$ cat config.mk
export PLATFORM = sky130hd
export DESIGN_NAME = vernam_decrypt_flat
export DESIGN_NICKNAME = d
export VERILOG_FILES = /design/src/rtl/vernam_decrypt_if.sv /design/src/rtl/vernam_decrypt.sv /design/src/flat_wrapper.sv
export SDC_FILE = /design/constraint.sdc
export NUM_CORES = 1
export LEC_CHECK = 0
export BUFFER_PORTS_ARGS = -buffer_cell sky130_fd_sc_hd__buf_2
export CAP_MARGIN = 20
export CORE_MARGIN = 1.5
export CORE_UTILIZATION = 60
export DETAILED_ROUTE_END_ITERATION = 10
export PLACE_DENSITY = 0.8
export SLEW_MARGIN = 20
export SYNTH_ARGS = -nofsm -noshare
export SYNTH_HDL_FRONTEND = slang
export SYNTH_SLANG_ARGS = --single-unit
$ cat constraint.sdc
create_clock -name clk -period 5.6 [get_ports clk]
set_clock_uncertainty 0.05 [all_clocks]
set_input_delay 0.84 -clock clk [delete_from_list [all_inputs] [get_ports clk]]
set_output_delay 0.84 -clock clk [all_outputs]
set_load 0.005 [all_outputs]
$ cat src/rtl/vernam_decrypt_if.sv
// Key, ciphertext and plaintext valid/ready streams of the Vernam decryptor.
// master = stream driver side, slave = decryptor side.
interface vernam_decrypt_if;
  logic [7:0] key_data;
  logic       key_valid;
  logic       key_ready;
  logic [7:0] ct_data;
  logic       ct_valid;
  logic       ct_ready;
  logic [7:0] pt_data;
  logic       pt_valid;
  logic       pt_ready;

  modport master (
    output key_data, key_valid,
    output ct_data, ct_valid,
    output pt_ready,
    input  key_ready, ct_ready,
    input  pt_data, pt_valid
  );

  modport slave (
    input  key_data, key_valid,
    input  ct_data, ct_valid,
    input  pt_ready,
    output key_ready, ct_ready,
    output pt_data, pt_valid
  );
endinterface

$ cat src/rtl/vernam_decrypt.sv
// One-time-pad decryptor: key FIFO, XOR with oldest key, registered pt stream.
// Optional running checksum enabled by VERNAM_DEC_CHECKSUM_EN.
module vernam_decrypt #(
  parameter int KEY_DEPTH = 16
) (
  input  logic                         clk,
  input  logic                         reset,
  vernam_decrypt_if.slave              bus,
  output logic [$clog2(KEY_DEPTH):0]   key_level,
  output logic [15:0]                  byte_count,
  output logic [7:0]                   checksum
);
  localparam int AW = $clog2(KEY_DEPTH);
  localparam int LW = AW + 1;
  localparam logic [LW-1:0] FULL = LW'(KEY_DEPTH);

  logic [7:0]    mem [KEY_DEPTH];
  logic [AW-1:0] rd_ptr;
  logic [AW-1:0] wr_ptr;
  logic [LW-1:0] level;
  logic [7:0]    pt_q;
  logic          pt_v;
  logic          push;
  logic          pop;
  logic          drain;

  assign bus.key_ready = (level != FULL);
  assign bus.ct_ready  = (level != '0) &&
                         (!pt_v || bus.pt_ready);

  assign push  = bus.key_valid && bus.key_ready;
  assign pop   = bus.ct_valid && bus.ct_ready;
  assign drain = pt_v && bus.pt_ready;

  assign bus.pt_data  = pt_q;
  assign bus.pt_valid = pt_v;
  assign key_level    = level;

  always_ff @(posedge clk) begin
    if (push)
      mem[wr_ptr] <= bus.key_data;
  end

  // Power-of-two depth lets the pointers wrap by plain overflow.
  always_ff @(posedge clk) begin
    if (reset) begin
      rd_ptr <= '0;
      wr_ptr <= '0;
      level  <= '0;
    end else begin
      if (push)
        wr_ptr <= wr_ptr + 1'b1;
      if (pop)
        rd_ptr <= rd_ptr + 1'b1;
      if (push && !pop)
        level <= level + 1'b1;
      else if (pop && !push)
        level <= level - 1'b1;
    end
  end

  always_ff @(posedge clk) begin
    if (reset) begin
      pt_q <= 8'h00;
      pt_v <= 1'b0;
    end else if (pop) begin
      pt_q <= bus.ct_data ^ mem[rd_ptr];
      pt_v <= 1'b1;
    end else if (drain) begin
      pt_v <= 1'b0;
    end
  end

  always_ff @(posedge clk) begin
    if (reset)
      byte_count <= 16'h0000;
    else if (drain)
      byte_count <= byte_count + 16'h0001;
  end

`ifdef VERNAM_DEC_CHECKSUM_EN
  logic [7:0] sum_q;

  always_ff @(posedge clk) begin
    if (reset)
      sum_q <= 8'h00;
    else if (drain)
      sum_q <= sum_q ^ pt_q;
  end

  assign checksum = sum_q;
`else
  assign checksum = 8'h00;
`endif

endmodule

$ cat src/flat_wrapper.sv
// flat-port wrapper written by rule: the top's interface ports become plain ports
module vernam_decrypt_flat 
#(
  parameter int KEY_DEPTH = 16
)
  (clk, reset, key_level, byte_count, checksum, bus_key_data, bus_key_valid, bus_ct_data, bus_ct_valid, bus_pt_ready, bus_key_ready, bus_ct_ready, bus_pt_data, bus_pt_valid);
  vernam_decrypt_if bus_i ();
  input  logic clk;
  input  logic reset;
  output logic [$clog2(KEY_DEPTH):0] key_level;
  output logic [15:0] byte_count;
  output logic [7:0] checksum;
  input wire logic [$bits(bus_i.key_data)-1:0] bus_key_data;
  input wire logic [$bits(bus_i.key_valid)-1:0] bus_key_valid;
  input wire logic [$bits(bus_i.ct_data)-1:0] bus_ct_data;
  input wire logic [$bits(bus_i.ct_valid)-1:0] bus_ct_valid;
  input wire logic [$bits(bus_i.pt_ready)-1:0] bus_pt_ready;
  output wire logic [$bits(bus_i.key_ready)-1:0] bus_key_ready;
  output wire logic [$bits(bus_i.ct_ready)-1:0] bus_ct_ready;
  output wire logic [$bits(bus_i.pt_data)-1:0] bus_pt_data;
  output wire logic [$bits(bus_i.pt_valid)-1:0] bus_pt_valid;
  assign bus_i.key_data = bus_key_data;
  assign bus_i.key_valid = bus_key_valid;
  assign bus_i.ct_data = bus_ct_data;
  assign bus_i.ct_valid = bus_ct_valid;
  assign bus_i.pt_ready = bus_pt_ready;
  assign bus_key_ready = bus_i.key_ready;
  assign bus_ct_ready = bus_i.ct_ready;
  assign bus_pt_data = bus_i.pt_data;
  assign bus_pt_valid = bus_i.pt_valid;
  vernam_decrypt #(.KEY_DEPTH(KEY_DEPTH)) u_core (.clk(clk), .reset(reset), .bus(bus_i), .key_level(key_level), .byte_count(byte_count), .checksum(checksum));
endmodule
Yosys cells after proc, flatten, opt, wreduce, memory -nomap -nowiden:

Memory sizes are Yosys's and may differ from the RTL's. A register that Yosys moved wholly into a read port is not among the register bits.
Cells that the tools add are included.

* register bits: 38
* memory bits (writable): 128
* input bits: 21
* output and inout port bits: 40
* logic and storage cells: 35
* memories: 1

* $add $sub $neg: 5
* equal/unequal tests: 1
* mux-type cells: 8
* bitwise gates (word level): 1
* reduce and logical (&&, ||, !) cells: 13

Memories
* u_core.mem: words 16, width 8, read ports 1, clocked after memory_dff 1, wr ports 1, RTL line vernam_decrypt.sv:17 `logic [7:0] mem [KEY_DEPTH];`

Operator list (number)
* $add A16 B1 Y16 const B: 1
* $mux W5: 2
* $add A4 B1 Y4 const B: 2
* $mux W4: 2
* $xor A8 B8 Y8: 1
* $logic_and A1 B1 Y1: 6
* $add A5 B1 Y5 const B: 1
* $ne A5 B5 Y1 const B: 1
* $reduce_bool A5 Y1: 1
* $sub A5 B1 Y5 const B: 1
* $mux W1: 4
* $reduce_bool A2 Y1: 2
* $logic_not A1 Y1: 3
* $logic_or A1 B1 Y1: 1

Logic depth before layout (Yosys ltp):

Gate-level depths: netlist of run 1.

* depth after elaboration: 7
* mapped depth: 12
* depth with buffers taken out: 11

Worst setup path before layout of run 1:

OpenSTA, ideal clock, no wires.

* path kind: input-to-reg
* start: input port bus_pt_ready
* end: register u_core.level[4] (netlist: u_core.key_level[4])
* setup time: 0.070 ns
* arrival: 3.013 ns
* data required time: 5.480 ns
* path slack: 2.466 ns
* cell stages on the path: 12
* path buffers: 1
* path through: nor2b_1 > a211oi_1 > clkbuf_1 > inv_2 > ha_1 > inv_1 > ha_1 > a21o_1 > a21oi_1 > xnor2_1 > or3_1 > a21oi_1

* cells in the longest elaborated chain, start to end: 6
* elaborated cells between the ends (all ways): 8
* classes of those cells: mux (1); reduce/logical (7)

RTL lines
* from (decl): RTL line flat_wrapper.sv:17 `input wire logic [$bits(bus_i.pt_ready)-1:0] bus_pt_ready;`
* $logic_or A1 B1 Y1 (*): RTL line vernam_decrypt.sv:29 `(!pt_v || bus.pt_ready);`
* $logic_and A1 B1 Y1 (*): RTL line vernam_decrypt.sv:28 `assign bus.ct_ready = (level != '0) &&`
* $logic_and A1 B1 Y1 (*): RTL line vernam_decrypt.sv:32 `assign pop = bus.ct_valid && bus.ct_ready;`
* $logic_not A1 Y1: RTL line vernam_decrypt.sv:55 `if (push && !pop)`
* $logic_and A1 B1 Y1: RTL line vernam_decrypt.sv:55
* $mux W5 or $reduce_bool A2 Y1 (tied branches)
* to (signal assigned): RTL line vernam_decrypt.sv:56 `level <= level + 1'b1;`
* to (signal assigned): RTL line vernam_decrypt.sv:58 `level <= level - 1'b1;`
* to (decl): RTL line vernam_decrypt.sv:20 `logic [LW-1:0] level;`

Every way passes the cells marked *; elsewhere a longest branch is shown, timed or not.
A chain may end at the register's enable or synchronous reset.

Final worst setup path of run 1:

Ends and elaborated chain as after synthesis.

==> reports/results.tsv, run 1 <==
metric	value	unit
outcome	complete, no violations	
TritonCTS clock tree	built	
Clock Latency Late Sink	0.42	ns
PnR worst setup slack	2.42	ns
initial core utilization	61.6	%
Area growth, synth to finish	12.1	%
DR pass1 iterations	5	
Post-CTS Resized	0	
WP data required	5.89	ns
TritonCTS Buffers	17	
final worst path period need	3.18	ns
ANT nets after route	0	
Slew @ Worst Pin	1.11	ns
Final #Nets	514	
FMAX	314	MHz
endpoint class of the critical path	register	
number of DRC markers in iteration 0	288	
Min-Delay Path Class	register to register	
Worst VDD drop	0.295	mV
Die X-Extent	111	µm
Post-DP Area	0.00735	mm²
RR Startpoint	u_core.key_level[0]	
CTS Hold Buffers Added	0	
YS warnings	0	
die area	0.0124	mm²
slew margin rel.	26.1	%
number of synthesized flops with an enable pin	128	
DR vias/cell	5.82	
Pwr Density	403	mW/mm²
gp weighted congestion	0.818	
H-tree depth	4	
top_reg_cell synth	edfxtp_1	
total track usage	21.9	%
largest net degree at the start of global routing	40	
sequential-to-total area share from yosys stat	66.3	%
Hold EP	u_core.bus.pt_data[0]	
core area	0.0115	mm²
cells after synthesis	425	
Crit path arrival time	3.48	ns
Clock Tree Root	clkbuf_16	
final cell count without fillers	637	
post-layout util	69.0	%
final instance area	0.00791	mm²
vias in the first global route	3723	
die span in y	111	µm
detail-routed net length per standard cell	20.0	µm
Post-Place Cells	606	
initial antenna violation count	0	
synth cell count leaders	edfxtp_1, nor2_1, dfxtp_1, mux2i_1, mux4_1	
Distinct cells, synth	38	
worst reg-to-reg path cell count	11	
hpwl dp	7890	µm
CP Launch Type	primary input	
CP Class	primary input to register	
Mapped Area	0.00706	mm²
dominant cell type by area after synthesis	edfxtp_1	
n_diodes	0	
setup repair after global routing missed its margin	no	
Maximum Capacitance Violations	0	
layout cell share with drive strength beyond 1	19.8	%
IO Pins	61	
first-pass GRT wire length	20000	µm
number of setup violations in the final report	0	
FP Rows	39	
WHS	0.459	ns
Fillers	747	
Yosys reg bits	170	
Setup Buffers After CTS	0	
Hold Vio Cnt, Final	0	
top cell type's share of synthesized area	54.4	%
setup TNS	0	ns
port bufs	52	
Final Cycle Share	56.9	%
Place WS	1.99	ns
Longest Clk Path Bufs	2	
hold depth	2	
via count	3709	
max-slew violation count	0	
critical path peak fanout	22	
HP Start	u_core.bus.pt_data[0]	
GR Overflow Total	0	
Synth async-reset ratio	0	%
Post-Route WL	12700	µm
mean area per synthesized cell	16.6	µm²
Residual DRC	0	
Clock transition at path regs	0.06	ns
Leak	2.75	nW
Sink Count	170	
flop2flop setup slack	2.47	ns
total power	3.19	mW
Area contributors post-synth	edfxtp_1, dfxtp_1, mux4_1, mux2i_1, nor2_1	
most common cell in the netlist	edfxtp_1	
FF-to-FF End	u_core.key_level[4]	
## sequential cells by signal, indices dropped and copies added, names as in the netlist, named ones only
name and count:
u_core.bus.pt_valid 1, u_core.wr_ptr 4, u_core.byte_count 16, u_core.key_level 5, u_core.rd_ptr 4, u_core.bus.pt_data 8
u_core.mem 128
## layout by cell type (no fill, tap or decap), types with 13 or more instances in the layout
cell       count
nor2_1        52
mux2i_1       27
dfxtp_1       42
clkbuf_16     17
edfxtp_1     128
buf_2         52
xor2_1        13
xnor2_1       19
nand2_1       15
mux4_1        26
## how the worst max path moves through the flow
stage,start,endpoint
3_3_place_gp,bus_pt_ready,u_core.key_level[4]
2_1_floorplan,bus_pt_ready,u_core.key_level[4]
5_1_grt,u_core.key_level[0],u_core.key_level[4]
4_1_cts,bus_pt_ready,u_core.key_level[4]
3_5_place_dp,bus_pt_ready,u_core.key_level[4]
6_report,bus_pt_ready,u_core.key_level[4]
## critical path, stage by stage
cell and delay [ns]:
buf_2 0.13, nor2b_1 0.10, a211oi_4 0.80, inv_2 0.04
ha_1 0.24, inv_1 0.14, ha_1 0.29, a21o_1 0.19
a21oi_1 0.17, xnor2_1 0.09, or3_1 0.30, a21oi_1 0.13
## power breakdown
group	total, mW	switching (mW)	leakage (nW)	internal (mW)
Combinational	0.554	0.288	0.990	0.266
Clock	1.11	0.456	0.260	0.653
Sequential	1.53	0.0895	1.50	1.44
## routing by layer
layer | part of all wire [%] | vias up | GRT usage [%] | wire length [µm]
met5 | 0 | - | 0 | 0
met4 | 1.8 | 0 | 7.34 | 226
li1 | - | 1727 | - | -
met1 | 40 | 1832 | 27.4 | 5060
met3 | 6.9 | 21 | 6.31 | 879
met2 | 52 | 129 | 37.1 | 6570
## cells by family after synthesis
group                      after synthesis  share of synthesized area [%]
other                                    1                         0.0531
adders and majority gates               11                           2.06
AOI/OAI and AO/OA                       22                           2.04
xor gates and xnor gates                32                           3.97
DFF                                    170                           66.3
buffers and inverters                   33                           3.58
muxes                                   59                           15.4
and+or+nand+nor                         97                           6.54
## area by class of cell
type | count | area [µm²] | share of cell area (%)
sequential | 170 | 4680 | 59.2
multi-input combinational | 229 | 2160 | 27.3
clock buffer | 20 | 437 | 5.52
timing repair buffer | 58 | 305 | 3.86
tap | 143 | 179 | 2.26
clock inverter | 11 | 123 | 1.55
inverter | 6 | 22.5 | 0.285
(Power assumes the default switching activity.)
==> inputs of run 2 (changes only) <==
--- a/config.mk
+++ b/config.mk
@@ -5,6 +5,7 @@
 export SDC_FILE = /design/constraint.sdc
 export NUM_CORES = 1
 export LEC_CHECK = 0
+export ABC_AREA = 1
 export BUFFER_PORTS_ARGS = -buffer_cell sky130_fd_sc_hd__buf_2
 export CAP_MARGIN = 20
 export CORE_MARGIN = 1.5
==> constraint.sdc (replaced) <==
create_clock -name clk -period 2.95 [get_ports clk]
set_clock_uncertainty 0.05 [all_clocks]
set_input_delay 0.4425 -clock clk [delete_from_list [all_inputs] [get_ports clk]]
set_output_delay 0.4425 -clock clk [all_outputs]
set_load 0.005 [all_outputs]
==> reports/results.tsv, run 2 <==
metric	value	unit
outcome	complete, no violations	
combinational power share	25.1	%
TritonCTS Buffers	17	
Adder-Cell Fraction of Synth Area	1.87	%
die span in y	117	µm
Crit path buffers/inverters	2	
via count	5587	
TritonCTS clock tree	built	
detail-routed net length per standard cell	15.5	µm
CTS Hold Buffers Added	0	
Leak	3.88	nW
Yosys reg bits	170	
critical path peak fanout	7	
first-pass GRT wire length	25900	µm
post-layout util	69.2	%
gp weighted congestion	0.855	
setup repair after global routing missed its margin	no	
number of setup violations in the final report	0	
simple-gate share of the synthesized area	23.4	%
number of DRC markers in iteration 0	463	
FP Rows	41	
most frequent cells in the layout	nand2_1, inv_1, edfxtp_1	
CP dominant cell by count	nand2_1	
IO Pins	61	
CP Class	register to register	
Final Cycle Share	87.2	%
Min-Delay Path Class	primary input to register	
Setup Buffers After CTS	0	
die area	0.0136	mm²
cells after synthesis	836	
Sequential Power Share	41.1	%
Synth async-reset ratio	0	%
layout cell share with drive strength beyond 1	12.8	%
port bufs	52	
top_reg_cell synth	edfxtp_1	
initial core utilization	61.6	%
commonest non-fill, non-tap cell in the layout	nand2_1	
ANT nets after route	0	
Place WS	0.396	ns
P_int	4.72	mW
CP Launch Type	register	
dominant cell type by area after synthesis	edfxtp_1	
total track usage	25.8	%
Area growth, synth to finish	12.4	%
H-tree depth	4	
number of synthesized flops with an enable pin	128	
Crit path arrival time	2.89	ns
endpoint class of the critical path	register	
switching share of total power	31.2	%
Sink Count	170	
GR Overflow Total	0	
most common cell in the netlist	nand2_1	
core area	0.0126	mm²
WP data required	3.27	ns
vias in the first global route	5257	
cell family with most CP delay	simple AND/OR/NAND/NOR gates	
Clock Latency Late Sink	0.42	ns
slew margin rel.	42.4	%
largest net degree at the start of global routing	65	
Clock Tree Root	clkbuf_16	
top cell type's share of synthesized area	49.5	%
switching power	2.14	mW
post-synthesis mux area share	0	%
initial antenna violation count	0	
Worst VDD drop	0.472	mV
YS warnings	0	
Biggest register	u_core.mem	
DR vias/cell	5.23	
clock power share	33.8	%
hpwl dp	10700	µm
final worst path period need	2.57	ns
setup TNS	0	ns
synth cell count leaders	nand2_1, inv_1, edfxtp_1, nand3_1, nor2_1	
Maximum Capacitance Violations	0	
Longest Clk Path Bufs	2	
max-slew violation count	0	
Distinct cells, synth	34	
critical path's largest stage delay	0.38	ns
Residual DRC	0	
Pwr Density	786	mW/mm²
Slew @ Worst Pin	0.861	ns
mean area per synthesized cell	9.29	µm²
Area contributors post-synth	edfxtp_1, nand2_1, dfxtp_1, nand3_1, inv_1	
Post-CTS Resized	0	
Hold Vio Cnt, Final	0	
CP max stage cell	dfxtp_1	
Post-Synth XOR/XNOR Area	1.01	%
n_diodes	0	
Clock transition at path regs	0.06	ns
FMAX	389	MHz
largest family of logic cells by synthesized area	simple AND/OR/NAND/NOR gates	
DR pass1 iterations	5	
PnR worst setup slack	0.377	ns
flop2flop setup slack	0.38	ns
Final #Nets	916	
sequential-to-total area share from yosys stat	60.3	%
Post-Route WL	16600	µm
Die X-Extent	117	µm
Mapped Area	0.00777	mm²
post-synthesis compound-gate area fraction	2.90	%
max reg flops	128	
crit path cell chain	nor4_4 -> nand2_1 -> nand2_2 -> inv_4 -> ha_1 -> inv_1 -> ha_1 -> a21o_1 -> a21oi_1 -> nor2_1 -> nor2_1 -> nand2_1 -> nand2_1 -> nand2_1 -> nor2_1	
Fillers	969	
==> run 2: cells by family (layout without fill, tap and decap cells) <==
logic type | after synthesis | after routing
AO/OA/AOI/OAI | 42 | 42
XOR/XNOR | 9 | 9
adder cells (fa/ha/maj) | 11 | 11
buffers and inverters | 192 | 246
flip-flops | 170 | 170
other | 1 | 8
AND/OR/NAND/NOR | 411 | 411
==> run 2: tightest hold or removal path: cells and delay by family <==
family                 cells  cell delay (ns)
buffers and inverters      2             0.13
AND/OR/NAND/NOR            3             0.19
==> run 2: path summary, 6_finish.rpt <==
path,from,to,cells past startpoint
setup / recovery,u_core.key_level[0],u_core.key_level[4],15
hold / removal,bus_ct_data[1],u_core.bus.pt_data[1],5
setup reg to reg,u_core.key_level[0],u_core.key_level[4],15
hold reg to reg,u_core.byte_count[11],u_core.byte_count[11],1
==> run 2: per-stage QoR <==
step / power, mW / hold slack, ns / cells / cell area, µm²
final: 6.86 / 0.314 / 1069 / 8730
after global routing: 7.18 / 0.351 / 1069 / 8730
after CTS: 6.86 / 0.305 / 1069 / 8730
after detailed placement: 4.57 / 0.425 / 1037 / 8110
after global placement: 4.52 / 0.422 / 1037 / 8110
after floorplan: 4.09 / 0.420 / 843 / 7790
==> run 2: area by class of cell <==
type / count / area (µm²) / share of cell area, %
Tap cell: 172 / 215 / 2.46
Clock inverter: 12 / 173 / 1.98
Clock buffer: 20 / 447 / 5.12
Multi-Input combinational cell: 481 / 2300 / 26.3
Inverter: 154 / 581 / 6.65
Timing Repair Buffer: 60 / 333 / 3.81
Sequential cell: 170 / 4690 / 53.7
==> run 2: metal layers <==
metal / GRT usage (%) / vias to the layer above / share of wire (%)
met1: 34.5 / 2575 / 42
met2: 39.7 / 219 / 47
li1: - / 2747 / -
met4: 14.6 / 0 / 3.9
met3: 5.46 / 46 / 7.1
met5: 0 / - / 0
==> run 2: power by group through the flow <==
stage / registers [mW] / clock network [mW] / logic, mW
global placement: 2.86 / 0 / 1.65
global route: 2.84 / 2.42 / 1.93
finish: 2.82 / 2.32 / 1.72
floorplan: 2.86 / 0 / 1.23
CTS: 2.82 / 2.33 / 1.71
detailed placement: 2.87 / 0 / 1.69
==> inputs of run 3 (changes only) <==
--- a/config.mk
+++ b/config.mk
@@ -12,6 +12,7 @@
 export CORE_UTILIZATION = 60
 export DETAILED_ROUTE_END_ITERATION = 10
 export PLACE_DENSITY = 0.8
+export RECOVER_POWER = 50
 export SLEW_MARGIN = 20
 export SYNTH_ARGS = -nofsm -noshare
 export SYNTH_HDL_FRONTEND = slang
==> reports/results.tsv, run 3 (synthesis gave the netlist of run 2 again) <==
metric	value	unit
GR Overflow Total	0	
Clock Latency Late Sink	0.43	ns
CTS Hold Buffers Added	0	
Slew @ Worst Pin	1.25	ns
Sink Count	170	
FMAX	388	MHz
WHS	0.314	ns
met2 usage	39.7	%
Biggest register	u_core.mem	
commonest non-fill, non-tap cell in the layout	nand2_1	
DR vias/cell	5.24	
Longest Clk Path Bufs	2	
Die X-Extent	117	µm
die area	0.0136	mm²
CP Class	register to register	
Worst VDD drop	0.470	mV
critical path peak fanout	7	
outcome	complete, no violations	
Leak	3.74	nW
Maximum Capacitance Violations	0	
Hold Vio Cnt, Final	0	
Setup Buffers After CTS	0	
number of DRC markers in iteration 0	455	
detail-routed net length per standard cell	15.5	µm
most frequent cells in the layout	nand2_1, inv_1, edfxtp_1	
first-pass GRT wire length	25900	µm
FP Rows	41	
Min-Delay Path Class	primary input to register	
initial core utilization	61.6	%
Final #Nets	916	
Clock Tree Root	clkbuf_16	
Pwr Density	789	mW/mm²
slew margin rel.	17.0	%
Post-CTS Resized	0	
hpwl dp	10700	µm
final worst path period need	2.58	ns
Crit path arrival time	2.90	ns
max reg flops	128	
Post-Route WL	16600	µm
endpoint class of the critical path	register	
TritonCTS Buffers	17	
Residual DRC	0	
Final Cycle Share	87.4	%
DR pass1 iterations	6	
total track usage	25.8	%
setup TNS	0	ns
WP data required	3.27	ns
ANT nets after route	0	
Area growth, synth to finish	11.4	%
layout cell share with drive strength beyond 1	8.47	%
IO Pins	61	
setup repair after global routing missed its margin	no	
met1 usage	34.5	%
M3 GR Usage	5.46	%
CP Launch Type	register	
number of setup violations in the final report	0	
most used routing layer	met2	
initial antenna violation count	0	
gp weighted congestion	0.855	
n_diodes	0	
via count	5603	
TritonCTS clock tree	built	
core area	0.0126	mm²
Clock transition at path regs	0.06	ns
Fillers	993	
largest net degree at the start of global routing	65	
vias in the first global route	5257	
port bufs	52	
max-slew violation count	0	
H-tree depth	4	
die span in y	117	µm
run 3: changes by cell type in the layout (fill, tap and decap cells not counted):
| cell | previous run | this run |
|---|---|---|
| clkbuf_1 | 2 | 37 |
| buf_2 | 52 | 18 |
| nor2_1 | 43 | 45 |
| nor2_4 | 4 | 2 |
| buf_4 | 7 | 6 |
| nand2_1 | 226 | 227 |
| nand2_2 | 5 | 4 |
| nor3_1 | 3 | 4 |
| nor3_4 | 1 | 0 |
run 3: cell type report:
type                            instances  area, µm²  area share, %
Timing Repair Buffer                   60        287           3.31
Tap cell                              172        215           2.49
Inverter                              154        581           6.71
Clock buffer                           20        447           5.16
Sequential cell                       170       4690           54.1
Clock inverter                         12        173           1.99
Multi-Input combinational cell        481       2270           26.2
run 3: metrics by stage:
| step | power (mW) | util, % | setup WS [ns] | cell area, µm² | cells |
|---|---|---|---|---|---|
| after global placement | 4.52 | 64.3 | 0.459 | 8110 | 1037 |
| final | 6.83 | 68.6 | 0.371 | 8660 | 1069 |
| after CTS | 6.86 | 69.2 | 0.380 | 8730 | 1069 |
| after detailed placement | 4.57 | 64.3 | 0.396 | 8110 | 1037 |
| after global routing | 7.16 | 68.6 | 0.118 | 8660 | 1069 |
| after floorplan | 4.09 | - | 0.501 | 7790 | 843 |
run 3: worst paths after layout:
check / depth (start not counted) / from / endpoint / slack (ns)
worst max-delay path: 15 / u_core.key_level[0] / u_core.key_level[4] / 0.37
worst min register to register: 1 / u_core.byte_count[11] / u_core.byte_count[11] / 0.44
worst max register to register: 15 / u_core.key_level[0] / u_core.key_level[4] / 0.37
worst min-delay path: 5 / bus_ct_data[1] / u_core.bus.pt_data[1] / 0.31
run 3: layer usage:
metal / up-vias / routed length, µm
met1: 2555 / 6830
met4: 0 / 647
met2: 257 / 7770
met5: - / 0
met3: 46 / 1340
li1: 2745 / -
run 3: power by group:
group,internal (mW),switching (mW)
clock,1.43,0.882
sequential,2.72,0.101
combinational,0.547,1.15
total,4.70,2.13
run 3: worst max-delay path, cell delays in order, from the launching register on:
cell and delay, ns:
dfxtp_1 0.38, nor4_4 0.34, nand2_1 0.12, nand2_2 0.14, inv_4 0.07, ha_1 0.22
inv_1 0.14, ha_1 0.29, a21o_1 0.20, a21oi_1 0.17, nor2_1 0.06, nor2_1 0.08
nand2_1 0.07, nand2_1 0.06, nand2_1 0.04, nor2_1 0.09
